===== src/rtl/key_debounce_multi_if.sv =====
// Key pins in, debounced level/pulse/flag vectors out; one bit per key channel.
interface key_debounce_multi_if #(
    parameter int IO_NUM = 1
);
    logic [IO_NUM-1:0] I_key;
    logic [IO_NUM-1:0] O_key_level;
    logic [IO_NUM-1:0] O_press_pulse;
    logic [IO_NUM-1:0] O_release_pulse;
    logic [IO_NUM-1:0] O_long_pulse;
    logic [IO_NUM-1:0] O_key_flag;

    modport master (
        output I_key,
        input  O_key_level, O_press_pulse, O_release_pulse, O_long_pulse, O_key_flag
    );

    modport slave (
        input  I_key,
        output O_key_level, O_press_pulse, O_release_pulse, O_long_pulse, O_key_flag
    );
endinterface


===== src/rtl/key_debounce_multi.sv =====
// Multi-channel push-button debouncer: per-key synchroniser + 4-state FSM producing
// debounced level, press/release/long-press pulses and a press toggle flag.
module key_debounce_lane #(
    parameter int DB_CNT     = 20,
    parameter int LONG_CNT   = 100,
    parameter int ACTIVE_LOW = 1
) (
    input  logic clk_i,
    input  logic rst_ni,
    input  logic key_i,
    output logic level_o,
    output logic press_o,
    output logic release_o,
    output logic long_o,
    output logic flag_o
);
    localparam int CW  = (DB_CNT   > 1) ? $clog2(DB_CNT)   : 1;
    localparam int LCW = (LONG_CNT > 1) ? $clog2(LONG_CNT) : 1;
    localparam logic [CW-1:0]  DB_LAST   = CW'(DB_CNT - 1);
    localparam logic [LCW-1:0] LONG_LAST = LCW'(LONG_CNT - 1);
    localparam logic           IDLE_PIN  = (ACTIVE_LOW != 0);

    typedef enum logic [1:0] {IDLE, PRESS_DB, HELD, RELEASE_DB} state_e;

    state_e         state_q, state_d;
    logic [CW-1:0]  cnt_q, cnt_d;
    logic [LCW-1:0] long_cnt_q, long_cnt_d;
    logic           long_done_q, long_done_d;
    logic           sync1_q, sync2_q;
    logic           level_q, level_d;
    logic           press_q, press_d;
    logic           release_q, release_d;
    logic           long_q, long_d;
    logic           flag_q, flag_d;
    logic           act;
    logic           hold_tick;

    assign act = sync2_q ^ IDLE_PIN;

    always_comb begin
        state_d     = state_q;
        cnt_d       = cnt_q;
        long_cnt_d  = long_cnt_q;
        long_done_d = long_done_q;
        level_d     = level_q;
        flag_d      = flag_q;
        press_d     = 1'b0;
        release_d   = 1'b0;
        long_d      = 1'b0;
        hold_tick   = 1'b0;
        case (state_q)
            IDLE: begin
                if (act) begin
                    state_d = PRESS_DB;
                    cnt_d   = '0;
                end
            end
            PRESS_DB: begin
                if (!act) begin
                    state_d = IDLE;
                    cnt_d   = '0;
                end else if (cnt_q == DB_LAST) begin
                    state_d     = HELD;
                    press_d     = 1'b1;
                    level_d     = 1'b1;
                    flag_d      = ~flag_q;
                    long_cnt_d  = '0;
                    long_done_d = 1'b0;
                end else begin
                    cnt_d = cnt_q + CW'(1);
                end
            end
            HELD: begin
                if (!act) begin
                    state_d = RELEASE_DB;
                    cnt_d   = '0;
                end else begin
                    hold_tick = 1'b1;
                end
            end
            RELEASE_DB: begin
                // The edge that returns to HELD already sees the key active, so it
                // counts as held time: a glitch of N cycles delays long press by N.
                if (act) begin
                    state_d   = HELD;
                    hold_tick = 1'b1;
                end else if (cnt_q == DB_LAST) begin
                    state_d   = IDLE;
                    release_d = 1'b1;
                    level_d   = 1'b0;
                end else begin
                    cnt_d = cnt_q + CW'(1);
                end
            end
            default: state_d = IDLE;
        endcase
        if (hold_tick && !long_done_q) begin
            if (long_cnt_q == LONG_LAST) begin
                long_d      = 1'b1;
                long_done_d = 1'b1;
            end else begin
                long_cnt_d = long_cnt_q + LCW'(1);
            end
        end
    end

    always_ff @(posedge clk_i or negedge rst_ni) begin
        if (!rst_ni) begin
            state_q     <= IDLE;
            cnt_q       <= '0;
            long_cnt_q  <= '0;
            long_done_q <= 1'b0;
            sync1_q     <= IDLE_PIN;
            sync2_q     <= IDLE_PIN;
            level_q     <= 1'b0;
            press_q     <= 1'b0;
            release_q   <= 1'b0;
            long_q      <= 1'b0;
            flag_q      <= 1'b0;
        end else begin
            state_q     <= state_d;
            cnt_q       <= cnt_d;
            long_cnt_q  <= long_cnt_d;
            long_done_q <= long_done_d;
            sync1_q     <= key_i;
            sync2_q     <= sync1_q;
            level_q     <= level_d;
            press_q     <= press_d;
            release_q   <= release_d;
            long_q      <= long_d;
            flag_q      <= flag_d;
        end
    end

    assign level_o   = level_q;
    assign press_o   = press_q;
    assign release_o = release_q;
    assign long_o    = long_q;
    assign flag_o    = flag_q;
endmodule

module key_debounce_multi #(
    parameter int CLK_FREQ    = 27_000_000,
    parameter int IO_NUM      = 1,
    parameter int DEBOUNCE_MS = 20,
    parameter int LONG_MS     = 500,
    parameter int ACTIVE_LOW  = 1
) (
    input  logic                 I_clk,
    input  logic                 I_rst_n,
    key_debounce_multi_if.slave  kif
);
    localparam int CYC_PER_MS = CLK_FREQ / 1000;
    localparam int DB_CNT     = CYC_PER_MS * DEBOUNCE_MS;
    localparam int LONG_CNT   = CYC_PER_MS * LONG_MS;

    if (LONG_MS <= DEBOUNCE_MS || IO_NUM < 1 || CLK_FREQ < 1000) begin : g_cfg_err
        $error("key_debounce_multi: bad configuration (need LONG_MS > DEBOUNCE_MS, IO_NUM >= 1, CLK_FREQ >= 1000)");
    end

    for (genvar g = 0; g < IO_NUM; g++) begin : g_lane
        key_debounce_lane #(
            .DB_CNT     (DB_CNT),
            .LONG_CNT   (LONG_CNT),
            .ACTIVE_LOW (ACTIVE_LOW)
        ) u_lane (
            .clk_i     (I_clk),
            .rst_ni    (I_rst_n),
            .key_i     (kif.I_key[g]),
            .level_o   (kif.O_key_level[g]),
            .press_o   (kif.O_press_pulse[g]),
            .release_o (kif.O_release_pulse[g]),
            .long_o    (kif.O_long_pulse[g]),
            .flag_o    (kif.O_key_flag[g])
        );
    end
endmodule


===== src/flat_wrapper.sv =====
// flat-port wrapper written by rule: the top's interface ports become plain ports
module key_debounce_multi_flat 
#(
    parameter int CLK_FREQ    = 27_000_000,
    parameter int IO_NUM      = 1,
    parameter int DEBOUNCE_MS = 20,
    parameter int LONG_MS     = 500,
    parameter int ACTIVE_LOW  = 1
)
  (I_clk, I_rst_n, kif_I_key, kif_O_key_level, kif_O_press_pulse, kif_O_release_pulse, kif_O_long_pulse, kif_O_key_flag);
  key_debounce_multi_if #(.IO_NUM(IO_NUM)) kif_i ();
  input  logic I_clk;
  input  logic I_rst_n;
  input wire logic [$bits(kif_i.I_key)-1:0] kif_I_key;
  output wire logic [$bits(kif_i.O_key_level)-1:0] kif_O_key_level;
  output wire logic [$bits(kif_i.O_press_pulse)-1:0] kif_O_press_pulse;
  output wire logic [$bits(kif_i.O_release_pulse)-1:0] kif_O_release_pulse;
  output wire logic [$bits(kif_i.O_long_pulse)-1:0] kif_O_long_pulse;
  output wire logic [$bits(kif_i.O_key_flag)-1:0] kif_O_key_flag;
  assign kif_i.I_key = kif_I_key;
  assign kif_O_key_level = kif_i.O_key_level;
  assign kif_O_press_pulse = kif_i.O_press_pulse;
  assign kif_O_release_pulse = kif_i.O_release_pulse;
  assign kif_O_long_pulse = kif_i.O_long_pulse;
  assign kif_O_key_flag = kif_i.O_key_flag;
  key_debounce_multi #(.CLK_FREQ(CLK_FREQ), .IO_NUM(IO_NUM), .DEBOUNCE_MS(DEBOUNCE_MS), .LONG_MS(LONG_MS), .ACTIVE_LOW(ACTIVE_LOW)) u_core (.I_clk(I_clk), .I_rst_n(I_rst_n), .kif(kif_i));
endmodule

===== config.mk =====
export PLATFORM = sky130hd
export DESIGN_NAME = key_debounce_multi_flat
export DESIGN_NICKNAME = d
export VERILOG_FILES = /design/src/rtl/key_debounce_multi_if.sv /design/src/rtl/key_debounce_multi.sv /design/src/flat_wrapper.sv
export SDC_FILE = /design/constraint.sdc
export NUM_CORES = 1
export LEC_CHECK = 0
export CAP_MARGIN = 20
export CELL_PAD_IN_SITES_DETAIL_PLACEMENT = 1
export CELL_PAD_IN_SITES_GLOBAL_PLACEMENT = 2
export CORE_MARGIN = 8
export CORE_UTILIZATION = 33
export CTS_CLUSTER_DIAMETER = 40
export DETAILED_ROUTE_END_ITERATION = 16
export PLACE_DENSITY_LB_ADDON = 0.25
export SYNTH_ARGS = -nofsm -noshare
export SYNTH_HDL_FRONTEND = slang
export SYNTH_HIERARCHICAL = 1
export SYNTH_SLANG_ARGS = --single-unit

===== constraint.sdc =====
create_clock -name I_clk -period 1.99 [get_ports I_clk]
set_input_delay 0.398 -clock I_clk [delete_from_list [all_inputs] [get_ports I_clk]]
set_output_delay 0.398 -clock I_clk [all_outputs]
set_load 0.005 [all_outputs]

==> flow_metrics.tcl <==
set metrics [dict create \
    htree_levels 2 \
    place_hpwl_um 5830 \
    antenna_found_initial 0 \
    min_path_type "input port to async pin" \
    ys_ff_latch 54 \
    syn_area_um2 2880 \
    pwr-share-clk_pct 37.6 \
    finalHoldViolCount 0 \
    skew_ps 15.8 \
    seqPwrFrac_pct 55.7 \
    first_pass_iters 4 \
    grt_max_degree 30 \
    synth.avg_cell_area_um2 9.43 \
    routed_wl_um 8020 \
    m1WireLength_um 3530 \
    clock.fmax_mhz 499 \
    synth_edf_count 0 \
    period_needed_ps 2010 \
    slowest_delay_ps 580 \
    final_layout_size_suffix_gt1_share_pct 21.9 \
    ys_warn_count 6 \
    max-vdd-ir-drop_v 0.000306 \
    crit_path_start_kind "flop" \
    io_buffers 7 \
    drc 0 \
    cts_tree "done" \
    slew_headroom_pct 58.1 \
    ant_nets 0 \
    worst-path-buf-inv 1 \
    viasPerCell 5.49 \
    root_buffer "clkbuf_8" \
    run_status "finished, violations left" \
    clk_latency_ps 310 \
    setup_slack_ps -15.5 \
    power.leakage_nw 1.52 \
    p_sw_share_pct 23.6 \
    synth.top_cell.area_share_pct 45.2 \
    cp_num_cells 6 \
    top_layer_used "met4" \
    cts_buffers 5 \
    hold_buffers 0 \
    rr_endpoint "u_core/g_lane[0].u_lane/cnt_q[1]" \
    place_ws_ps 37.7 \
    grt_pass1_wl_um 13600 \
    netlist_instances 305 \
    clk_path_buf_depth 2 \
    synth_top_cell_by_area "dfrtp_1" \
    die_w_um 109 \
    layout_commonest_cell "dfrtp_1" \
    ys_seq_area_share_pct 47.1 \
    fillers 1004 \
    route.vias.total 2546 \
    slew_viol_final 0 \
    first_iter_violations 74 \
    power_frac_comb_pct 6.8 \
    ys_types 49 \
    hold_slack_ps 93.8 \
    grt_pass1_vias 2633 \
    period_share_pct 101 \
    rr_worst_depth 6 \
    syn2layout_area_growth_pct 23.2 \
    num_io_pins 8 \
    violations "negative setup slack" \
    start_util_pct 33.5 \
    numClockSinks 54 \
    crit_required_ps 2180 \
    num_antenna_cells 0 \
    met2WireLength_um 4270 \
    path_class "flop to flop" \
    critPathMaxFanout 10 \
    wire_per_inst_um 17.3 \
    critPathSlowestCell "or4_4" \
    p_int_mw 1.54 \
    gr-total-overflow 0 \
    core.rowCount 34 \
    regArea_um2 1360 \
    core-area_um2 8590 \
    nets 360 \
    synthArstFlopShare_pct 100 \
    die_area_um2 12000 \
    ys_top_cells_by_area "dfrtp_1 45%, nand3_1 6.6%, o21ai_0 3.8%" \
    grt.total_usage_pct 14.2 \
    p_per_area_nw_per_um2 568 \
    worstPathArrival_ps 2200 \
    wl_met3_um 112 \
    die_height_um 109 \
    gp_congestion 0.784 \
    multi_input_area_um2 1480 \
    synthFlopType "dfrtp_1" \
    rsz0062_at_grt "yes" \
    r2r-start "u_core/g_lane[0].u_lane/cnt_q[9]" \
    clkTransAtPathRegs_ps 110 \
    power.switching_uw 475 \
    final_cell_mix "50 x dfrtp_1, 42 x buf_4, 37 x nand3_1, 23 x nor2_1, 23 x nand2_1" \
    setup_viol 1 \
    syn-num-nets 310 \
    cp-end-kind "flop" \
    drv_cap 0 \
    critPathTopFamily "simple AND/OR/NAND/NOR gates" \
    path_cells "or4_4 -> nor4_4 -> a21o_1 -> buf_12 -> mux2i_1 -> nor2_1" \
    tightest_slew_ps 629 \
    ff2ff_setup_slack_ps -20 \
]
sequential cells by signal, summed over array words and instances (netlist names), named ones only:
register	flops
u_core/g_lane.u_lane/long_done_q	1
u_core/g_lane.u_lane/release_o	1
u_core/g_lane.u_lane/flag_o	1
u_core/g_lane.u_lane/sync2_q	1
u_core/g_lane.u_lane/press_o	1
u_core/g_lane.u_lane/sync1_q	1
u_core/g_lane.u_lane/long_o	1
u_core/g_lane.u_lane/level_o	1
u_core/g_lane.u_lane/long_cnt_q	24
u_core/g_lane.u_lane/cnt_q	20
u_core/g_lane.u_lane/state_q	1
per-layer routing:
layer,global-route usage [%],vias to the layer above
met5,0,-
met4,3.09,0
met3,1.93,9
met2,26.1,21
met1,17.2,1283
li1,-,1233
per-stage QoR:
step                      power (mW)  setup TNS [ps]  area, um2  instances  util (%)
after floorplan                 1.20               0       2880        305         -
final                           2.01           -15.5       3540        464      41.2
after CTS                       2.05               0       3470        461      40.4
after global placement          1.28               0       3360        453      39.2
after detailed placement        1.28               0       3360        453      39.2
after global routing            2.11            -908       3540        464      41.2
logic make-up after synthesis:
| logic type | share of synthesized area, % |
|---|---|
| XOR/XNOR | 3.65 |
| flip-flops | 47.1 |
| AO/OA/AOI/OAI | 13.2 |
| adder cells (fa/ha/maj) | 0.870 |
| multiplexers | 1.09 |
| buffers and inverters | 2.91 |
| AND/OR/NAND/NOR | 31.2 |
worst max path at each step:
stage	startpoint	end	slack, ps
floorplan	u_core/g_lane[0].u_lane/cnt_q[14]	u_core/g_lane[0].u_lane/cnt_q[1]	70
global placement	u_core/g_lane[0].u_lane/cnt_q[14]	u_core/g_lane[0].u_lane/cnt_q[1]	80
detailed placement	u_core/g_lane[0].u_lane/cnt_q[14]	u_core/g_lane[0].u_lane/cnt_q[1]	40
CTS	u_core/g_lane[0].u_lane/cnt_q[14]	u_core/g_lane[0].u_lane/cnt_q[1]	4
global route	u_core/g_lane[0].u_lane/cnt_q[9]	u_core/g_lane[0].u_lane/cnt_q[1]	-110
finish	u_core/g_lane[0].u_lane/cnt_q[9]	u_core/g_lane[0].u_lane/cnt_q[1]	-20
cell usage after synthesis (all sizes together), types with 7 or more instances:
library cell  number
nor2              23
a21oi              8
and3              13
dfrtp             52
xor2               7
nand2             23
nand3             38
nor3              10
o21ai             28
nand4             14
nor4               7
repair_timing:
| item | 4_1_cts | 5_1_grt |
|---|---|---|
| pin swaps | 1 | 6 |
| endpoints found under the setup margin | 1 | 27 |
| gates resized for setup | 0 | 14 |
| endpoints found under the hold margin | 0 | 0 |
| buffers inserted | 0 | 3 |
layout make-up:
class	instances	share of cell area [%]
multi-input cells	237	41.9
flip-flops and latches	54	38.3
repair buffers	52	12.4
well taps	108	3.81
clock buffers	6	2.05
clock inverters	2	1.06
inverters	5	0.529
power groups by stage:
stage / registers [mW] / clock network, mW / logic [mW]
floorplan: 1.14 / 0 / 0.0559
global placement: 1.14 / 0 / 0.135
detailed placement: 1.14 / 0 / 0.136
CTS: 1.12 / 0.789 / 0.137
global route: 1.12 / 0.831 / 0.156
finish: 1.12 / 0.756 / 0.137
worst register-to-register path: stages (launching register included):
cell and delay (ps):
dfrtp_1 400, or4_4 580, nor4_4 350, a21o_1 210, buf_12 130, mux2i_1 180
nor2_1 50
Power figures use the tool's default switching activity.
